`src/rtl/mmio_responder.sv`:
```
// mmio_responder: four-word MMIO window on the CPU data-memory bus.
//   offset 0 TXDATA : write pushes into the TX FIFO, read returns 0
//   offset 1 STATUS : {tx_count[7:0], 4'b0, overflow, rx_valid, tx_empty, tx_full}
//                     write with data[3]=1 clears overflow
//   offset 2 RXDATA : read returns the holding register, popping it once per access
//   offset 3 CYCLE  : free-running counter, built only when MMIO_CYCLE_COUNTER_EN
//                     is defined; otherwise reads 0 and ignores writes
// q is registered (same latency as Memory) and is zero outside the window so the
// top level can OR it with Memory's q.
module mmio_responder #(
  parameter logic [15:0] BASE_ADDR  = 16'hFFF0,
  parameter int          FIFO_DEPTH = 8
) (
  input  logic        clock,
  input  logic        reset,
  input  logic [15:0] address,
  input  logic [15:0] data,
  input  logic        wren,
  output logic [15:0] q,
  output logic [15:0] out_data,
  output logic        out_valid,
  input  logic        out_ready,
  input  logic [15:0] in_data,
  input  logic        in_valid,
  output logic        in_ready
);

  localparam int PW = $clog2(FIFO_DEPTH);
  localparam int CW = PW + 1;

  // Bus decode
  logic       hit;
  logic [1:0] offset;

  // TX FIFO state
  logic [15:0]   fifo_mem [FIFO_DEPTH];
  logic [PW-1:0] wr_ptr;
  logic [PW-1:0] rd_ptr;
  logic [CW-1:0] tx_count;
  logic          tx_full;
  logic          tx_empty;
  logic          tx_wr;
  logic          tx_push;
  logic          tx_pop;
  logic          ovf_event;
  logic          overflow;
  logic          ovf_clear;

  // RX holding register state
  logic [15:0] rx_data;
  logic        rx_valid;
  logic        rx_sel;
  logic        rx_hit_prev;
  logic        rx_pop;
  logic        rx_capture;

  // Read path
  logic [15:0] cycle_rd;
  logic [15:0] status;
  logic [15:0] rdata;

  assign hit    = (address[15:2] == BASE_ADDR[15:2]);
  assign offset = address[1:0];

  assign tx_full   = (tx_count == CW'(FIFO_DEPTH));
  assign tx_empty  = (tx_count == {CW{1'b0}});
  assign tx_pop    = !tx_empty && out_ready;
  assign tx_wr     = hit && (offset == 2'd0) && wren;
  // A pop on the same edge frees a slot, so a full FIFO still accepts the push.
  assign tx_push   = tx_wr && (!tx_full || tx_pop);
  assign ovf_event = tx_wr && tx_full && !tx_pop;
  assign ovf_clear = hit && (offset == 2'd1) && wren && data[3];

  assign out_valid = !tx_empty;
  assign out_data  = tx_empty ? 16'h0000 : fifo_mem[rd_ptr];

  // Only loads pop RXDATA; the registered previous-hit flag makes a held
  // address pop exactly once.
  assign rx_sel     = hit && (offset == 2'd2) && !wren;
  assign rx_pop     = rx_sel && !rx_hit_prev;
  assign rx_capture = in_valid && !rx_valid;
  assign in_ready   = !rx_valid;

  assign status = {8'(tx_count), 4'b0000, overflow, rx_valid, tx_empty, tx_full};

`ifdef MMIO_CYCLE_COUNTER_EN
  logic [15:0] cycle_count;

  // Free-running counter; a CYCLE store takes priority over the increment.
  always_ff @(posedge clock or posedge reset) begin
    if (reset) begin
      cycle_count <= 16'h0000;
    end else if (hit && (offset == 2'd3) && wren) begin
      cycle_count <= data;
    end else begin
      cycle_count <= cycle_count + 16'h0001;
    end
  end

  assign cycle_rd = cycle_count;
`else
  assign cycle_rd = 16'h0000;
`endif

  // FIFO storage; contents need no reset because the empty flag masks them.
  always_ff @(posedge clock) begin
    if (tx_push) begin
      fifo_mem[wr_ptr] <= data;
    end
  end

  // FIFO pointers and occupancy.
  always_ff @(posedge clock or posedge reset) begin
    if (reset) begin
      wr_ptr   <= {PW{1'b0}};
      rd_ptr   <= {PW{1'b0}};
      tx_count <= {CW{1'b0}};
    end else begin
      if (tx_push) begin
        wr_ptr <= wr_ptr + PW'(1);
      end
      if (tx_pop) begin
        rd_ptr <= rd_ptr + PW'(1);
      end
      case ({tx_push, tx_pop})
        2'b10:   tx_count <= tx_count + CW'(1);
        2'b01:   tx_count <= tx_count - CW'(1);
        default: tx_count <= tx_count;
      endcase
    end
  end

  // Sticky overflow flag; a new overflow event beats a software clear.
  always_ff @(posedge clock or posedge reset) begin
    if (reset) begin
      overflow <= 1'b0;
    end else if (ovf_event) begin
      overflow <= 1'b1;
    end else if (ovf_clear) begin
      overflow <= 1'b0;
    end else begin
      overflow <= overflow;
    end
  end

  // RX holding register; a capture is only possible while empty, so it never
  // coincides with a pop of valid data.
  always_ff @(posedge clock or posedge reset) begin
    if (reset) begin
      rx_data     <= 16'h0000;
      rx_valid    <= 1'b0;
      rx_hit_prev <= 1'b0;
    end else begin
      rx_hit_prev <= rx_sel;
      if (rx_capture) begin
        rx_data  <= in_data;
        rx_valid <= 1'b1;
      end else if (rx_pop) begin
        rx_valid <= 1'b0;
      end else begin
        rx_valid <= rx_valid;
      end
    end
  end

  // Read mux over pre-edge state, giving read-before-write behaviour.
  always_comb begin
    rdata = 16'h0000;
    if (hit) begin
      case (offset)
        2'd0:    rdata = 16'h0000;
        2'd1:    rdata = status;
        2'd2:    rdata = rx_data;
        2'd3:    rdata = cycle_rd;
        default: rdata = 16'h0000;
      endcase
    end else begin
      rdata = 16'h0000;
    end
  end

  // Registered load data, one cycle of latency like Memory.
  always_ff @(posedge clock or posedge reset) begin
    if (reset) begin
      q <= 16'h0000;
    end else begin
      q <= rdata;
    end
  end

endmodule

```
`config.mk`:
```
export PLATFORM = sky130hd
export DESIGN_NAME = mmio_responder
export DESIGN_NICKNAME = d
export VERILOG_FILES = /design/src/rtl/mmio_responder.sv
export SDC_FILE = /design/constraint.sdc
export NUM_CORES = 1
export LEC_CHECK = 0
export ABC_AREA = 1
export CAP_MARGIN = 20
export CORE_ASPECT_RATIO = 1.25
export CORE_MARGIN = 2
export CORE_UTILIZATION = 25
export DETAILED_ROUTE_END_ITERATION = 8
export DONT_BUFFER_PORTS = 1
export GPL_TIMING_DRIVEN = 1
export PLACE_DENSITY = 0.47
export SYNTH_ARGS = -nofsm -noshare
export SYNTH_HDL_FRONTEND = slang
export SYNTH_SLANG_ARGS = --single-unit
```
`constraint.sdc`:
```
create_clock -name clock -period 5.5 [get_ports clock]
set_input_delay 0.825 -clock clock [delete_from_list [all_inputs] [get_ports clock]]
set_output_delay 0.825 -clock clock [all_outputs]
set_load 0.005 [all_outputs]
```
; Word level (Yosys, flattened, before mapping)
; Memories as Yosys holds them, arrays and structs flattened.
; Cells that the tools add are included.
[op_classes]
eq_ne = 7
n_addsub = 4
muxes = 10
reduce_logical = 26
[ops]
columns = cell, count
row1 = one-hot mux 16 bit (3 select lines), 1
row2 = 2-to-1 mux 16 bit, 2
row3 = equality test 14 bit (second input constant), 1
row4 = logical AND 1 bit, 13
row5 = one-hot mux 4 bit (2 select lines), 1
row6 = adder 3 x 1 -> 3 bit (second input constant), 2
row7 = equality test 2 bit (second input constant), 3
row8 = logical NOT 1 bit, 6
row9 = 2-to-1 mux 1 bit, 6
row10 = nonzero test 2 bit, 3
row11 = adder 4 x 1 -> 4 bit (second input constant), 1
row12 = equality test 2 x 1 -> 1 bit (second input constant), 2
row13 = equality test 4 bit (second input constant), 1
row14 = logical NOT 4 bit, 1
row15 = subtractor 4 x 1 -> 4 bit (second input constant), 1
row16 = logical NOT 2 bit, 1
row17 = OR reduction 2 bit, 1
row18 = logical OR 1 bit, 1
[word_totals]
n_memories = 1
out_inout_bits = 34
ramBits = 128
regBits = 45
elab_cells = 56
[mem_list]
columns = name, depth, word_bits, read_ports, rd_ports_with_merged_regs, write_ports, line_no
row1 = fifo_mem, 8, 16, 1, 0, 1, 36  ; logic [15:0] fifo_mem [FIFO_DEPTH];

; Logic depth before layout (Yosys ltp)
[depth]
word_depth = 7
depth_mapped = 14

; Worst setup path after synthesis
; No wires, ideal clock.
[synth_path]
path_kind = input-to-reg
from = input address[3]
to = memory fifo_mem[2][0] (enable)
n_path_buf = 0
setup_time_ns = 0.409
arrival_time_ns = 2.781
t_required_ns = 5.091
path_slack_ns = 2.310
cell_stages = 6
cell_sequence = or2_4 nor2_4 nand3_4 a21oi_4 nand2_1 nor3_1
[synth_between]
elab_chain_len = 6
[synth_lines]
columns = element, line_no
row1 = from (decl), 16  ; input logic [15:0] address,
row2 = equality test 14 bit, 62  ; assign hit = (address[15:2] == BASE_ADDR[15:2]);
row3 = logical AND 1 bit (2 in series), 68  ; assign tx_wr = hit && (offset == 2'd0) && wren;
row4 = logical AND 1 bit, 70  ; assign tx_push = tx_wr && (!tx_full || tx_pop);
row5 = 2-to-1 mux 1 bit, 107  ; if (tx_push) begin
row6 = 2-to-1 mux 1 bit (not written as such), 108  ; fifo_mem[wr_ptr] <= data;
row7 = to (decl), 36
; No other way between the ends.

; Worst setup path after layout
[layout_path]
from = register tx_count[0]
to = output out_data[13]
[layout_between]
elab_chain_len = 2
[layout_lines]
columns = element, line_no
row1 = from (decl), 39  ; logic [CW-1:0] tx_count;
row2 = from (signal assigned), 117  ; tx_count <= {CW{1'b0}};
row3 = from (signal assigned), 126  ; 2'b10: tx_count <= tx_count + CW'(1);
row4 = from (signal assigned), 127  ; 2'b01: tx_count <= tx_count - CW'(1);
row5 = logical NOT 4 bit, 66  ; assign tx_empty = (tx_count == {CW{1'b0}});
row6 = 2-to-1 mux 16 bit, 75  ; assign out_data = tx_empty ? 16'h0000 : fifo_mem[rd_ptr];
row7 = to (decl), 20  ; output logic [15:0] out_data,
; No other way between the ends.

==> impl_metrics.yaml <==
synthesis:
  post_synth.cell_area_avg_sq_um: 11.9
  ys_seq_area_frac: 0.716
  yosysUniqueCellTypes: 32
  postSynthRegisterBits: 173
  async_flop_share: 0.260
  dominantRegCellSynth: "sky130_fd_sc_hd__edfxtp_1"
  synth-edff-count: 128
  postSynthCellCount: 582
  mappedNetlistNets: 638
  synth.yosys.warnings: 0
  syn-cell-area_sq_um: 6940
sta:
  setup-violations-final: 0
  slew_headroom: 0.277
  setup_repair_after_global_routing_missed_its_margin: "no"
  fin_worst_skew_ns: 0.0115
  setup-tns-final_ns: 0
  slew_viol_final: 0
  layout_worst_path_cycle_share: 0.593
  post-route-min-period_ns: 3.26
  max_slew.worst_pin.slew_ns: 1.08
  max_clock_freq_mhz: 306
  hold_viol: 0
  worst_hold_slack_ns: 0.452
setup_path:
  critical_path_arrival_ns: 2.44
  critPathKind: "flip-flop to output pin"
  setup.worst_path.end_class: "output pin"
  max_stage_delay_ns: 0.67
  critPathLaunchType: "flip-flop"
  cpMaxStageDelayCell: "sky130_fd_sc_hd__inv_1"
  cells_along_the_critical_path: "inv_2 > nand2_1 > nor3_4 > inv_1 > o21ai_0 > a31oi_1"
  reg2reg_slack_ns: 2.93
  critPathMaxFanout: 18
  crit_required_ns: 4.68
die:
  die_area_sq_um: 29100
  starting_density_of_the_core: 0.253
  die_h_um: 190
  die_width_um: 153
  fp-row-count: 68
  pin_count: 87
  core_sq_um: 27500
detailed_routing:
  vias_per_cell: 4.61
  route.antenna.remaining_nets: 0
  routedWlPerCell_um: 17.1
  route.layer.met1.wl_um: 6760
  drt_iter0_drc: 209
  maxUsedRoutingLayer: "met4"
  met3_wirelength_um: 965
  first_pass_iters: 4
  final_routed_drc_violation_total: 0
  route.vias.total: 4347
  final_routed_wirelength_um: 16100
  met2_length_um: 8050
pwr:
  p_per_area_nw_per_um2: 444
  vdd.ir_drop.worst_mv: 0.349
  p_leak_nw: 2.92
global_route:
  groute.usage.overall: 0.113
  antenna_violations_before_repair: 0
  vias_in_the_first_global_route: 4436
  grt_pass1_wl_um: 25200
  grt-ovfl-total: 0
  grt_start_max_net_pins: 67
layout:
  flow.area_growth_from_synthesis_pct: 14.9
  drive_gt1_frac: 0.110
  insertedDiodeCount: 0
  post-route-cell-area_sq_um: 7980
  num-fill-cells: 2805
  layout.nets: 636
  most-common-layout-cells: "sky130_fd_sc_hd__edfxtp_1 (128), sky130_fd_sc_hd__nor2_1 (125), sky130_fd_sc_hd__o21ai_0 (81), sky130_fd_sc_hd__dfrtp_1 (44), sky130_fd_sc_hd__inv_1 (37)"
  layout.cells.most_common: "sky130_fd_sc_hd__edfxtp_1"
  final_cells: 943
clocking:
  cts.repair_timing.setup_buffer_count: 0
  cts_max_path_buffers: 2
  clkSinkCount: 173
  cts-resized-gates: 0
  cts_tree: "done"
  number_of_clock_buffers_inserted_by_tritoncts: 17
  htree_num_levels: 4
  clk_root_buffer_cell: "sky130_fd_sc_hd__clkbuf_16"
  ctsHoldBuffers: 0
  cts.reportedPaths.clkPinSlew_ns: 0.07
  clock_insertion_delay_worst_skew_ns: 0.43
placed_design:
  globalplace.congestion: 0.751
  place_area_sq_um: 7410
  detailedPlacementHpwl_um: 9950
  post-place-cells: 911
  port_buffers: 0
worst_hold_path:
  hold_class: "primary input to flip-flop"
run_status:
  outcome: "finished, final reports clean"
job:
  maxCapViolCount: 0
==> area by class of cell <==
class | instances | area [sq um] | share of cell area
clock buffers | 22 | 487 | 0.0610
clock inverters | 10 | 77.6 | 0.00973
inverters | 42 | 158 | 0.0198
multi-input cells | 340 | 1780 | 0.223
flip-flops and latches | 173 | 4970 | 0.623
well taps | 350 | 438 | 0.0549
repair buffers | 6 | 65.1 | 0.00816
==> Yosys cell counts (all sizes together), types with 5 or more instances <==
cell type / n / share of area
buf: 5 / 0.0043
a31oi: 16 / 0.014
a21oi: 18 / 0.015
o21ai: 89 / 0.065
o22ai: 22 / 0.021
nand3: 9 / 0.0090
nor2: 127 / 0.071
clkbuf: 22 / 0.012
dfrtp: 45 / 0.16
edfxtp: 128 / 0.55
xor2: 7 / 0.0088
nor3: 11 / 0.010
inv: 42 / 0.023
nand2: 34 / 0.019
==> state kept, by name, indices dropped and copies added, names as in the netlist <==
name	cells
fifo_mem	128
q	16
rx_data	16
tx_count	4
rd_ptr	3
wr_ptr	3
overflow	1
rx_hit_prev	1
rx_valid	1
==> critical path: cells and delay by family, from the launching register on <==
family          cells  cell delay (ns)
buf+inv             2             0.74
compound gates      2             0.61
simple gates        2             0.22
flops               1             0.42
==> report_power, final <==
part / total [mW] / leakage [nW] / internal [mW] / switching [mW]
clock: 1.14 / 0.280 / 0.637 / 0.505
combinational: 0.940 / 0.985 / 0.285 / 0.655
sequential: 1.46 / 1.66 / 1.43 / 0.0263
==> final timing paths <==
kind / from / endpoint / depth (start not counted)
setup / recovery: tx_count[0] / out_data[13] / 6
hold / removal: wren / rx_hit_prev / 1
setup reg to reg: tx_count[0] / fifo_mem[3][12] / 7
hold reg to reg: rx_data[12] / q[12] / 2
max in group asynchronous: reset / rd_ptr[0] / 1
min in group asynchronous: reset / rx_data[9] / 1
==> stage by stage <==
| step | power (mW) | worst slack (ns) | utilization |
|---|---|---|---|
| 6_report | 3.54 | 2.24 | 0.290 |
| 5_1_grt | 3.76 | 1.98 | 0.290 |
| 4_1_cts | 3.59 | 2.13 | 0.290 |
| 3_5_place_dp | 2.44 | 2.31 | 0.270 |
| 3_3_place_gp | 2.41 | 2.35 | 0.269 |
| 2_1_floorplan | 2.15 | 2.31 | - |
==> metal layers <==
metal	GRT usage	vias up
li1	-	2043
met1	0.132	2151
met2	0.195	132
met3	0.0339	21
met4	0.0459	0
met5	0	-
==> cell families (layout without fill, tap and decap cells) <==
logic type                 count (synthesis)  after routing  share of synthesized area
and+or+nand+nor                          184            184                      0.115
DFF                                      173            173                      0.716
AOI/OAI and AO/OA                        146            146                      0.116
buffers and inverters                     69             80                     0.0389
xor gates and xnor gates                   7              7                    0.00883
adders and majority gates                  3              3                    0.00541
Power figures use the tool's default switching activity.
